<file path="config.mk">
export PLATFORM = sky130hd
export DESIGN_NAME = spi_reg_bank_flat
export DESIGN_NICKNAME = d
export VERILOG_FILES = /design/src/rtl/spi_reg_pkg.sv /design/src/rtl/spi_reg_bank_if.sv /design/src/rtl/spi_sync_edge.sv /design/src/rtl/spi_reg_bank.sv /design/src/flat_wrapper.sv
export SDC_FILE = /design/constraint.sdc
export NUM_CORES = 1
export LEC_CHECK = 0
export ABC_AREA = 1
export CAP_MARGIN = 20
export CORE_AREA = 5 5 88 90
export CTS_CLUSTER_SIZE = 20
export DETAILED_ROUTE_END_ITERATION = 16
export DIE_AREA = 0 0 93 95
export PLACE_DENSITY = 0.84
export SYNTH_ARGS = -nofsm -noshare
export SYNTH_HDL_FRONTEND = slang
export SYNTH_SLANG_ARGS = --single-unit
</file>
<file path="constraint.sdc">
create_clock -name clk -period 3.4 [get_ports clk]
set_clock_uncertainty 0.05 [all_clocks]
set_input_delay 0.85 -clock clk [delete_from_list [all_inputs] [get_ports clk]]
set_output_delay 0.85 -clock clk [all_outputs]
set_load 0.05 [all_outputs]
</file>
<file path="src/rtl/spi_reg_pkg.sv">
// Shared types and defaults for the SPI register-bank peripheral.
package spi_reg_pkg;

  localparam int ADDR_W_DEF = 7;
  localparam int DATA_W_DEF = 8;

  typedef enum logic [1:0] {
    IDLE,
    CMD,
    DATA,
    DONE
  } state_t;

  // Bits per frame: R/W flag, address field, data field.
  function automatic int frame_len(input int addr_w, input int data_w);
    return 1 + addr_w + data_w;
  endfunction

endpackage

</file>
<file path="src/rtl/spi_reg_bank_if.sv">
// SPI pin bundle between a controller (master) and the register bank (slave).
interface spi_reg_bank_if;
  logic sclk;
  logic ncs;
  logic copi;
  logic cipo;
  logic cipo_oe;

  modport master (output sclk, ncs, copi, input cipo, cipo_oe);
  modport slave  (input sclk, ncs, copi, output cipo, cipo_oe);
endinterface

</file>
<file path="src/rtl/spi_sync_edge.sv">
// Multi-flop synchroniser for one asynchronous pin plus rise/fall pulse
// generation. Edge pulses are suppressed until the chain and the
// previous-value flop have refilled after reset, so a pin that is already
// at the non-reset level does not produce a phantom edge.
module spi_sync_edge #(
  parameter int   SYNC_LEN = 2,
  parameter logic RST_VAL  = 1'b0
) (
  input  logic clk,
  input  logic rst_n,
  input  logic i_async,
  output logic o_sync,
  output logic o_rise,
  output logic o_fall
);

  logic [SYNC_LEN-1:0] r_sync;
  logic                r_prev;
  logic [SYNC_LEN:0]   r_settle;

  // Synchroniser chain, previous-value flop and post-reset settle tracker.
  always_ff @(posedge clk) begin
    // NOTE: clocked state uses non-blocking assignments so every flop samples
    // pre-edge values regardless of statement order.
    if (!rst_n) begin
      r_sync   <= {SYNC_LEN{RST_VAL}};
      r_prev   <= RST_VAL;
      r_settle <= '0;
    end else begin
      r_sync   <= {r_sync[SYNC_LEN-2:0], i_async};
      r_prev   <= r_sync[SYNC_LEN-1];
      r_settle <= {r_settle[SYNC_LEN-1:0], 1'b1};
    end
  end

  assign o_sync = r_sync[SYNC_LEN-1];
  assign o_rise = r_settle[SYNC_LEN] &  r_sync[SYNC_LEN-1] & ~r_prev;
  assign o_fall = r_settle[SYNC_LEN] & ~r_sync[SYNC_LEN-1] &  r_prev;

endmodule

</file>
<file path="src/rtl/spi_reg_bank.sv">
// SPI mode-0 register bank: frames of {R/W, address, data}, MSB first.
// Writes commit on the final data bit; reads return the register on CIPO.
// Optional build macro SPI_REG_STATUS_EN adds a read-only saturating
// frame-error counter at address NUM_REGS (any write to it clears it).
module spi_reg_bank
  import spi_reg_pkg::*;
#(
  parameter int ADDR_W   = ADDR_W_DEF,
  parameter int DATA_W   = DATA_W_DEF,
  parameter int NUM_REGS = 5,
  parameter int SYNC_LEN = 2
) (
  input  logic                         clk,
  input  logic                         rst_n,
  spi_reg_bank_if.slave                spi,
  output logic [NUM_REGS*DATA_W-1:0]   regs_o,
  output logic [NUM_REGS-1:0]          wr_strobe,
  output logic                         frame_err
);

  localparam int F     = frame_len(ADDR_W, DATA_W);
  localparam int CNT_W = $clog2(F + 1);
  localparam logic [CNT_W-1:0] CNT_ADDR_LSB = CNT_W'(ADDR_W);
  localparam logic [CNT_W-1:0] CNT_DATA0    = CNT_W'(ADDR_W + 1);
  localparam logic [CNT_W-1:0] CNT_LAST     = CNT_W'(F - 1);

  state_t              r_state, w_state_nxt;
  logic [CNT_W-1:0]    r_cnt;
  logic [ADDR_W:0]     r_cmd;
  logic [ADDR_W:0]     w_cmd_nxt;
  logic [DATA_W-1:0]   r_din, w_din_nxt;
  logic [DATA_W-1:0]   r_sout, w_rd_word;
  logic                r_rd;
  logic [ADDR_W-1:0]   r_addr;
  logic [DATA_W-1:0]   r_regs [NUM_REGS];
  logic [NUM_REGS-1:0] r_wr_strobe;
  logic                r_frame_err;
  logic                r_cipo_oe;
  logic [SYNC_LEN-1:0] r_copi_sync;
  logic [31:0]         w_lat_addr32, w_wr_addr32;
  logic                w_copi, w_sclk_rise, w_sclk_fall, w_unused_sclk_sync;
  logic                w_ncs_sync, w_ncs_rise, w_ncs_fall;
  logic                w_latch, w_commit, w_abort;

  spi_sync_edge #(.SYNC_LEN(SYNC_LEN), .RST_VAL(1'b0)) u_sclk_sync (
    .clk    (clk),
    .rst_n  (rst_n),
    .i_async(spi.sclk),
    .o_sync (w_unused_sclk_sync),
    .o_rise (w_sclk_rise),
    .o_fall (w_sclk_fall)
  );

  spi_sync_edge #(.SYNC_LEN(SYNC_LEN), .RST_VAL(1'b1)) u_ncs_sync (
    .clk    (clk),
    .rst_n  (rst_n),
    .i_async(spi.ncs),
    .o_sync (w_ncs_sync),
    .o_rise (w_ncs_rise),
    .o_fall (w_ncs_fall)
  );

  // COPI needs the same latency as SCLK so data lines up with sclk_rise.
  always_ff @(posedge clk) begin
    if (!rst_n) r_copi_sync <= '0;
    else        r_copi_sync <= {r_copi_sync[SYNC_LEN-2:0], spi.copi};
  end

  assign w_copi       = r_copi_sync[SYNC_LEN-1];
  assign w_cmd_nxt    = (r_cmd << 1) | {{ADDR_W{1'b0}}, w_copi};
  assign w_din_nxt    = (r_din << 1) | {{(DATA_W-1){1'b0}}, w_copi};
  assign w_lat_addr32 = 32'(w_cmd_nxt[ADDR_W-1:0]);
  assign w_wr_addr32  = 32'(r_addr);

  // State register.
  always_ff @(posedge clk) begin
    if (!rst_n) r_state <= IDLE;
    else        r_state <= w_state_nxt;
  end

  // Next state plus one-cycle latch/commit/abort decisions; the sclk_rise
  // that completes a frame wins over a coincident ncs_rise.
  always_comb begin
    // NOTE: every output gets a default first so no path leaves a value
    // unassigned, which would otherwise infer a latch.
    w_state_nxt = r_state;
    w_latch     = 1'b0;
    w_commit    = 1'b0;
    w_abort     = 1'b0;
    unique case (r_state)
      IDLE: if (w_ncs_fall) w_state_nxt = CMD;
      CMD: begin
        if (w_sclk_rise && r_cnt == CNT_ADDR_LSB) begin
          w_latch     = 1'b1;
          w_state_nxt = DATA;
        end
        if (w_ncs_rise) begin
          w_abort     = 1'b1;
          w_state_nxt = IDLE;
        end
      end
      DATA: begin
        if (w_sclk_rise && r_cnt == CNT_LAST) begin
          w_commit    = 1'b1;
          w_state_nxt = DONE;
        end
        if (w_ncs_rise) begin
          w_abort     = !w_commit;
          w_state_nxt = IDLE;
        end
      end
      DONE:    if (w_ncs_rise) w_state_nxt = IDLE;
      default: w_state_nxt = IDLE;
    endcase
  end

`ifdef SPI_REG_STATUS_EN
  logic [DATA_W-1:0] r_status;

  // Saturating frame-error counter; a write to its address clears it.
  always_ff @(posedge clk) begin
    if (!rst_n)
      r_status <= '0;
    else if (w_commit && !r_rd && w_wr_addr32 == NUM_REGS)
      r_status <= '0;
    else if (w_abort && r_status != '1)
      r_status <= r_status + DATA_W'(1);
  end
`endif

  // Read mux keyed on the address being latched; unmapped addresses read 0.
  always_comb begin
    w_rd_word = '0;
    for (int k = 0; k < NUM_REGS; k++)
      if (w_lat_addr32 == 32'(k)) w_rd_word = r_regs[k];
`ifdef SPI_REG_STATUS_EN
    if (w_lat_addr32 == NUM_REGS) w_rd_word = r_status;
`endif
  end

  // Frame datapath: bit counter, shift registers, register file, pulses.
  always_ff @(posedge clk) begin
    if (!rst_n) begin
      // NOTE: the register file is a handful of flops driving the top level,
      // so it is reset explicitly rather than treated as uninitialised RAM.
      for (int k = 0; k < NUM_REGS; k++) r_regs[k] <= '0;
      r_cnt       <= '0;
      r_cmd       <= '0;
      r_din       <= '0;
      r_sout      <= '0;
      r_rd        <= 1'b0;
      r_addr      <= '0;
      r_wr_strobe <= '0;
      r_frame_err <= 1'b0;
      r_cipo_oe   <= 1'b0;
    end else begin
      r_wr_strobe <= '0;
      r_frame_err <= w_abort;
      r_cipo_oe   <= !w_ncs_sync && (w_state_nxt != IDLE);

      if (r_state == IDLE && w_ncs_fall)
        r_cnt <= '0;
      else if ((r_state == CMD || r_state == DATA) && w_sclk_rise)
        r_cnt <= r_cnt + CNT_W'(1);

      if (r_state == CMD && w_sclk_rise)  r_cmd <= w_cmd_nxt;
      if (r_state == DATA && w_sclk_rise) r_din <= w_din_nxt;

      // The first data bit must stay on CIPO until the first data-phase
      // rise, so shifting starts only after a data bit has been sampled.
      if (w_latch) begin
        r_rd   <= !w_cmd_nxt[ADDR_W];
        r_addr <= w_cmd_nxt[ADDR_W-1:0];
        r_sout <= w_rd_word;
      end else if (r_state == DATA && r_rd && w_sclk_fall && r_cnt > CNT_DATA0) begin
        r_sout <= r_sout << 1;
      end

      if (w_commit && !r_rd) begin
        for (int k = 0; k < NUM_REGS; k++) begin
          if (w_wr_addr32 == 32'(k)) begin
            r_regs[k]      <= w_din_nxt;
            r_wr_strobe[k] <= 1'b1;
          end
        end
      end
    end
  end

  for (genvar k = 0; k < NUM_REGS; k++) begin : g_regs_o
    assign regs_o[k*DATA_W +: DATA_W] = r_regs[k];
  end

  assign wr_strobe   = r_wr_strobe;
  assign frame_err   = r_frame_err;
  assign spi.cipo_oe = r_cipo_oe;
  assign spi.cipo    = (r_state == DATA) && r_rd && r_sout[DATA_W-1];

endmodule

</file>
<file path="src/flat_wrapper.sv">
// flat-port wrapper written by rule: the top's interface ports become plain ports
module spi_reg_bank_flat import spi_reg_pkg::*;
#(
  parameter int ADDR_W   = ADDR_W_DEF,
  parameter int DATA_W   = DATA_W_DEF,
  parameter int NUM_REGS = 5,
  parameter int SYNC_LEN = 2
)
  (clk, rst_n, regs_o, wr_strobe, frame_err, spi_sclk, spi_ncs, spi_copi, spi_cipo, spi_cipo_oe);
  spi_reg_bank_if spi_i ();
  input  logic clk;
  input  logic rst_n;
  output logic [NUM_REGS*DATA_W-1:0] regs_o;
  output logic [NUM_REGS-1:0] wr_strobe;
  output logic frame_err;
  input wire logic [$bits(spi_i.sclk)-1:0] spi_sclk;
  input wire logic [$bits(spi_i.ncs)-1:0] spi_ncs;
  input wire logic [$bits(spi_i.copi)-1:0] spi_copi;
  output wire logic [$bits(spi_i.cipo)-1:0] spi_cipo;
  output wire logic [$bits(spi_i.cipo_oe)-1:0] spi_cipo_oe;
  assign spi_i.sclk = spi_sclk;
  assign spi_i.ncs = spi_ncs;
  assign spi_i.copi = spi_copi;
  assign spi_cipo = spi_i.cipo;
  assign spi_cipo_oe = spi_i.cipo_oe;
  spi_reg_bank #(.ADDR_W(ADDR_W), .DATA_W(DATA_W), .NUM_REGS(NUM_REGS), .SYNC_LEN(SYNC_LEN)) u_core (.clk(clk), .rst_n(rst_n), .spi(spi_i), .regs_o(regs_o), .wr_strobe(wr_strobe), .frame_err(frame_err));
endmodule
</file>
# Word-level counts from Yosys, hierarchy flattened
# Memories as Yosys holds them, arrays and structs flattened.
# Cells that the tools add are included.
[classes]
n_addsub = 1
magnitude_cmp = 1
n_eq_ne = 13
muxes = 50
bitwise_logic = 20
reduce_logical = 24
[ops]
columns = ["op", "n"]
rows = [
  ["$mux 8", 12],
  ["$logic_not 32->1", 2],
  ["$mux 1", 30],
  ["$eq 7x2->1 const B", 4],
  ["$or 8x1->8", 2],
  ["$eq 7x1->1 const B", 2],
  ["$eq 7x3->1 const B", 2],
  ["$logic_and 1x1->1", 12],
  ["$mux 2", 6],
  ["$and 1x1->1", 8],
  ["$pmux 2 s4", 1],
  ["$add 5x1->5 const B", 1],
  ["$eq 5x3->1 const B", 1],
  ["$eq 5x4->1 const B", 1],
  ["$gt 5x4->1 const B", 1],
  ["$not 1->1", 5],
  ["$or 1x1->1", 5],
  ["$eq 2x2->1 const B", 2],
  ["$logic_not 1->1", 4],
  ["$reduce_bool 2->1", 2],
  ["$eq 2x1->1 const B", 1],
  ["$logic_not 2->1", 1],
  ["$pmux 1 s2", 1],
  ["$reduce_and 2->1", 1],
  ["other kinds (2)", 2],
]
[totals]
reg_bits = 58
ram_bits = 40
in_bits = 5
out_inout_bits = 48
memories = 1
[memory_table]
columns = ["memory", "depth", "word_bits", "rd", "rd_clocked_by_memory_dff", "wr", "line", "rtl"]
rows = [
  ["u_core.r_regs", 5, 8, 5, 0, 5, "spi_reg_bank.sv:35", "logic [DATA_W-1:0] r_regs [NUM_REGS];"],
]

# Longest topological paths before layout
[depth]
depth_word = 11
mapped_depth = 10
depth_no_buf = 10

# By module
# A second synthesis with hierarchy kept.
[hier_totals]
cells_unflattened = 408
area_unflattened_um2 = 3930.0
[modules_own_cells]
columns = ["mod", "instances", "cells_per_inst", "area_each_um2", "seq_area_each_um2"]
rows = [
  ["spi_reg_bank", 1, 368, 3584.7, 2122.0],
  ["spi_sync_edge", 2, 20, 172.7, 120.1],
]

# Worst setup path before layout
# No wires, ideal clock.
[synth_path]
kind = "input port to flip-flop"
start = "in rst_n"
end = "mem u_core.r_regs[0][10] (netlist name) (enable)"
setup_ns = 0.384
arrival_ns = 2.037
path_slack_ns = 0.929
path_stages = 5
path_buffers = 0
cell_sequence = "inv_2 or2_1 nor2_4 nand2_2 o21ai_0"
[synth_lines]
columns = ["element", "line", "rtl"]
rows = [
  ["from (decl)", "flat_wrapper.sv:12", "input logic rst_n;"],
  ["to (decl)", "spi_reg_bank.sv:35", ""],
]

# Worst setup path after layout
[layout_path]
start = "reg u_core.r_state[0]"
end = "out spi_cipo"
[layout_via]
elab_chain_len = 3
[layout_lines]
columns = ["element", "line", "rtl"]
rows = [
  ["from (decl)", "spi_reg_bank.sv:27", "state_t r_state, w_state_nxt;"],
  ["from (signal assigned)", "spi_reg_bank.sv:78", "else r_state <= w_state_nxt;"],
  ["$eq 2x2->1", "spi_reg_bank.sv:197", "assign spi.cipo = (r_state == DATA) && r_rd && r_sout[DATA_W-1];"],
  ["$logic_and 1x1->1 (2 in a row)", "spi_reg_bank.sv:197", ""],
  ["to (decl)", "flat_wrapper.sv:19", "output wire logic [$bits(spi_i.cipo)-1:0] spi_cipo;"],
]
# Every way passes these cells.

==> results by group <==
Hold path
  • Worst min-delay path startpoint: u_core.r_copi_sync[0]$_SDFF_PN0_
  • Hold Crit Class: flip-flop to flip-flop
  • Hold Path Depth: 2

Setup path
  • Cell breakdown of the critical path: inv_1, ha_1, nand2_1, nor2_1, clkdlybuf4s50_1
  • Slowest-stage cell, CP: clkdlybuf4s50_1
  • Critical path arrival: roughly 2.2 ns
  • Crit. path cell count: 5
  • Crit path buf inv count: 2
  • Startpoint Class: flip-flop
  • R2R cell count: 8
  • Critical Path Start: u_core.r_state[0]$_SDFF_PN0_
  • Req. time, crit path: around 2.5 ns
  • R2r setup slk: approximately 1.1 ns
  • Cell family with most CP delay: buffers and inverters
  • R2r startpoint: u_core.r_state[0]$_SDFF_PN0_
  • Worst setup EP type: primary output
  • Crit Path Max Fanout: 5
  • Critical path class: flip-flop to primary output
  • Worst path max stage delay: roughly 0.82 ns

Logic synthesis
  • Synth Warn #: 0
  • Syn Nets: 437
  • Sequential share of the synthesized area: approximately three fifths
  • Yosys reg bits: 95
  • Synth Area per Inst: slightly above 9 um2
  • Distinct cells, synth: 30
  • Mapped Cells: 424
  • Mapped cell area: 3953 um2

Route
  • DR vias: about 3200
  • Avg WL per Cell: around 18 um
  • DRT Wirelength: 9.931 mm
  • TritonRoute pass-1 iters: 5
  • Initial DRC Count: 323
  • Final ANT Viol Nets: 0
  • DRC: 0
  • Via density per instance: between 5 and 6

Clock tree
  • CTS buffer count: 9
  • Clock Sinks: 95
  • CTS tree: done
  • Clk pin slew, worst setup/hold paths: 0.10 ns
  • Post-CTS resize count: 0
  • Clk_lat worst skew: between 0.3 and 0.4 ns
  • CTS HTree Levels: 3
  • Post-CTS Hold Fix Bufs: 0
  • Clock buffer depth: 2
  • CTS root buffer: clkbuf_8
  • Setup bufs post-CTS: 0

Layout
  • Fraction of layout cells with a size suffix above 1: under 10%
  • # diodes: 0
  • Final core utilization: between 60% and 70%
  • Most frequent cells in the layout: nand2_1 (59), dfxtp_1 (55), clkdlybuf4s50_1 (52), inv_1 (51), nand3_1 (49)
  • Area growth, synth to finish: 19.88%
  • Post-route cell area: between 4000 and 5000 um2
  • Layout net count: 493
  • Most common cell after layout, fill and taps aside: nand2_1

Global route
  • First-pass GRT wire length: about 16 mm
  • Pin count of the biggest net entering global routing: 44
  • Vias in the first global route: 3029
  • Initial antenna violation count: 0
  • GRT Residual Overflow: 0
  • Tot GR Track Use: between 20% and 30%

Status
  • Run status: finished, final reports clean

Floorplan
  • Site Rows: 31
  • CORE AREA: approximately 7000 um2
  • Die Span X: approximately 93 um
  • Die area: 8835 um2
  • IO Count: between 50 and 60
  • Initial Util: ~57%
  • Die Span Y: around 95 um

Placed design
  • Area of placed instances: ~4600 um2
  • Detailed Place HPWL: approximately 7.4 mm
  • Gpl congestion: slightly above 0.9
  • Pre-CTS WS: 0.6120 ns
  • Port-buffer cells: 52

Power and ir drop
  • Combinational group share of total power: 9.0%
  • Clock share of power: between 30% and 40%
  • Switching power share of the total: 27.52%
  • Leak: just over 2 nW
  • Power per Cell Area: approximately 450 nW/um2
  • Final Total Pwr: approximately 2.1 mW
  • Seq pwr share: between 50 and 60%
  • Peak VDD IR: between 0.0002 and 0.0003 V
  • NetSw: 0.5909 mW
  • Internal power: between 1.5 and 2 mW

Timing
  • RSZ-0062 raised after global routing: false
  • Slew Viols, Final: 0
  • Post-route clock period utilization: 89.64%
  • Worst slew pin tran: around 0.73 ns
  • Period minus WS final: 3.048 ns
  • Achievable frequency: approximately 0.33 GHz
  • Final hold vios: 0
  • # setup viols final: 0
  • Slew HR: about 51%
  • TNS Setup: 0 ns
  • Post-route setup slack: around 0.35 ns

Flow run
  • Max-cap violation count: 0
[cell families after synthesis]
family          count (synthesis)  share of synthesized area [%]
compound gates                 80                          10.89
fa+ha+maj                       8                          2.533
flops                          95                          58.25
buf+inv                        64                          6.552
simple gates                  177                          21.78
[worst paths after layout]
kind | to
setup / recovery | spi_cipo
hold / removal | u_core.r_copi_sync[1]$_SDFF_PN0_
setup reg to reg | u_core.r_regs[0][19]$_DFFE_PP_
hold reg to reg | u_core.r_copi_sync[1]$_SDFF_PN0_
[sequential cells by signal, indices dropped and copies added, names as in the netlist, 2 cells and up]
name,flops
u_core.r_regs,40
u_core.r_sout,8
u_core.r_addr,7
u_core.r_cmd,7
u_core.r_din,7
u_core.r_cnt,5
u_core.wr_strobe,5
u_core.u_ncs_sync.r_settle,3
u_core.r_copi_sync,2
u_core.r_state,2
u_core.u_ncs_sync.r_sync,2
u_core.u_sclk_sync.r_sync,2
[Yosys cell counts, drive strengths merged]
master,instances,area [um2]
buf,6,36.28
a21oi,27,135.1
nor3,6,35.03
nand4,2,27.53
ha,8,100.1
nand3,51,272.8
or2,4,25.03
inv,52,195.2
nand3b,8,60.06
nor2,42,182.7
edfxtp,40,1201
o21ai,41,205.2
o21bai,8,60.06
o21a,1,7.510
clkinv,1,8.760
dfxtp,55,1101
clkbuf,5,18.77
a211oi,3,22.52
nand2,64,257.7
[tightest hold or removal path, cell delays in order, from the launching register on]
cell and delay (ns):
dfxtp_1 0.32, nand2_1 0.05, inv_1 0.04
[metrics by stage]
step                hold WS, ns  cells
finish                   0.3726    567
global route             0.3996    567
CTS                      0.3752    567
detailed placement       0.3512    551
global placement         0.3457    551
floorplan                0.3405    424
[per-layer routing]
| metal | share of wire [%] | global-route usage (%) |
|---|---|---|
| met5 | 0 | 0 |
| met4 | 2.1 | 8.547 |
| met3 | 7.5 | 5.020 |
| met2 | 47 | 37.01 |
| met1 | 44 | 32.27 |
[cell type report]
type | count | area (um2)
fill | 537 | 2243
clock buffer | 9 | 123.9
sequential | 95 | 2302
inverter | 53 | 203.9
tap | 82 | 102.6
timing repair buffer | 56 | 550.5
clock inverter | 7 | 61.31
multi-input combinational | 265 | 1394
[power groups by stage]
stage          Sequential, mW  Combinational (mW)  Clock (mW)
6_report                 1.24               0.193       0.714
5_1_grt                  1.24               0.201       0.762
4_1_cts                  1.24               0.193       0.711
3_5_place_dp             1.27               0.193           0
3_3_place_gp             1.27               0.190           0
2_1_floorplan            1.35              0.0350           0
(Power assumes the default switching activity.)
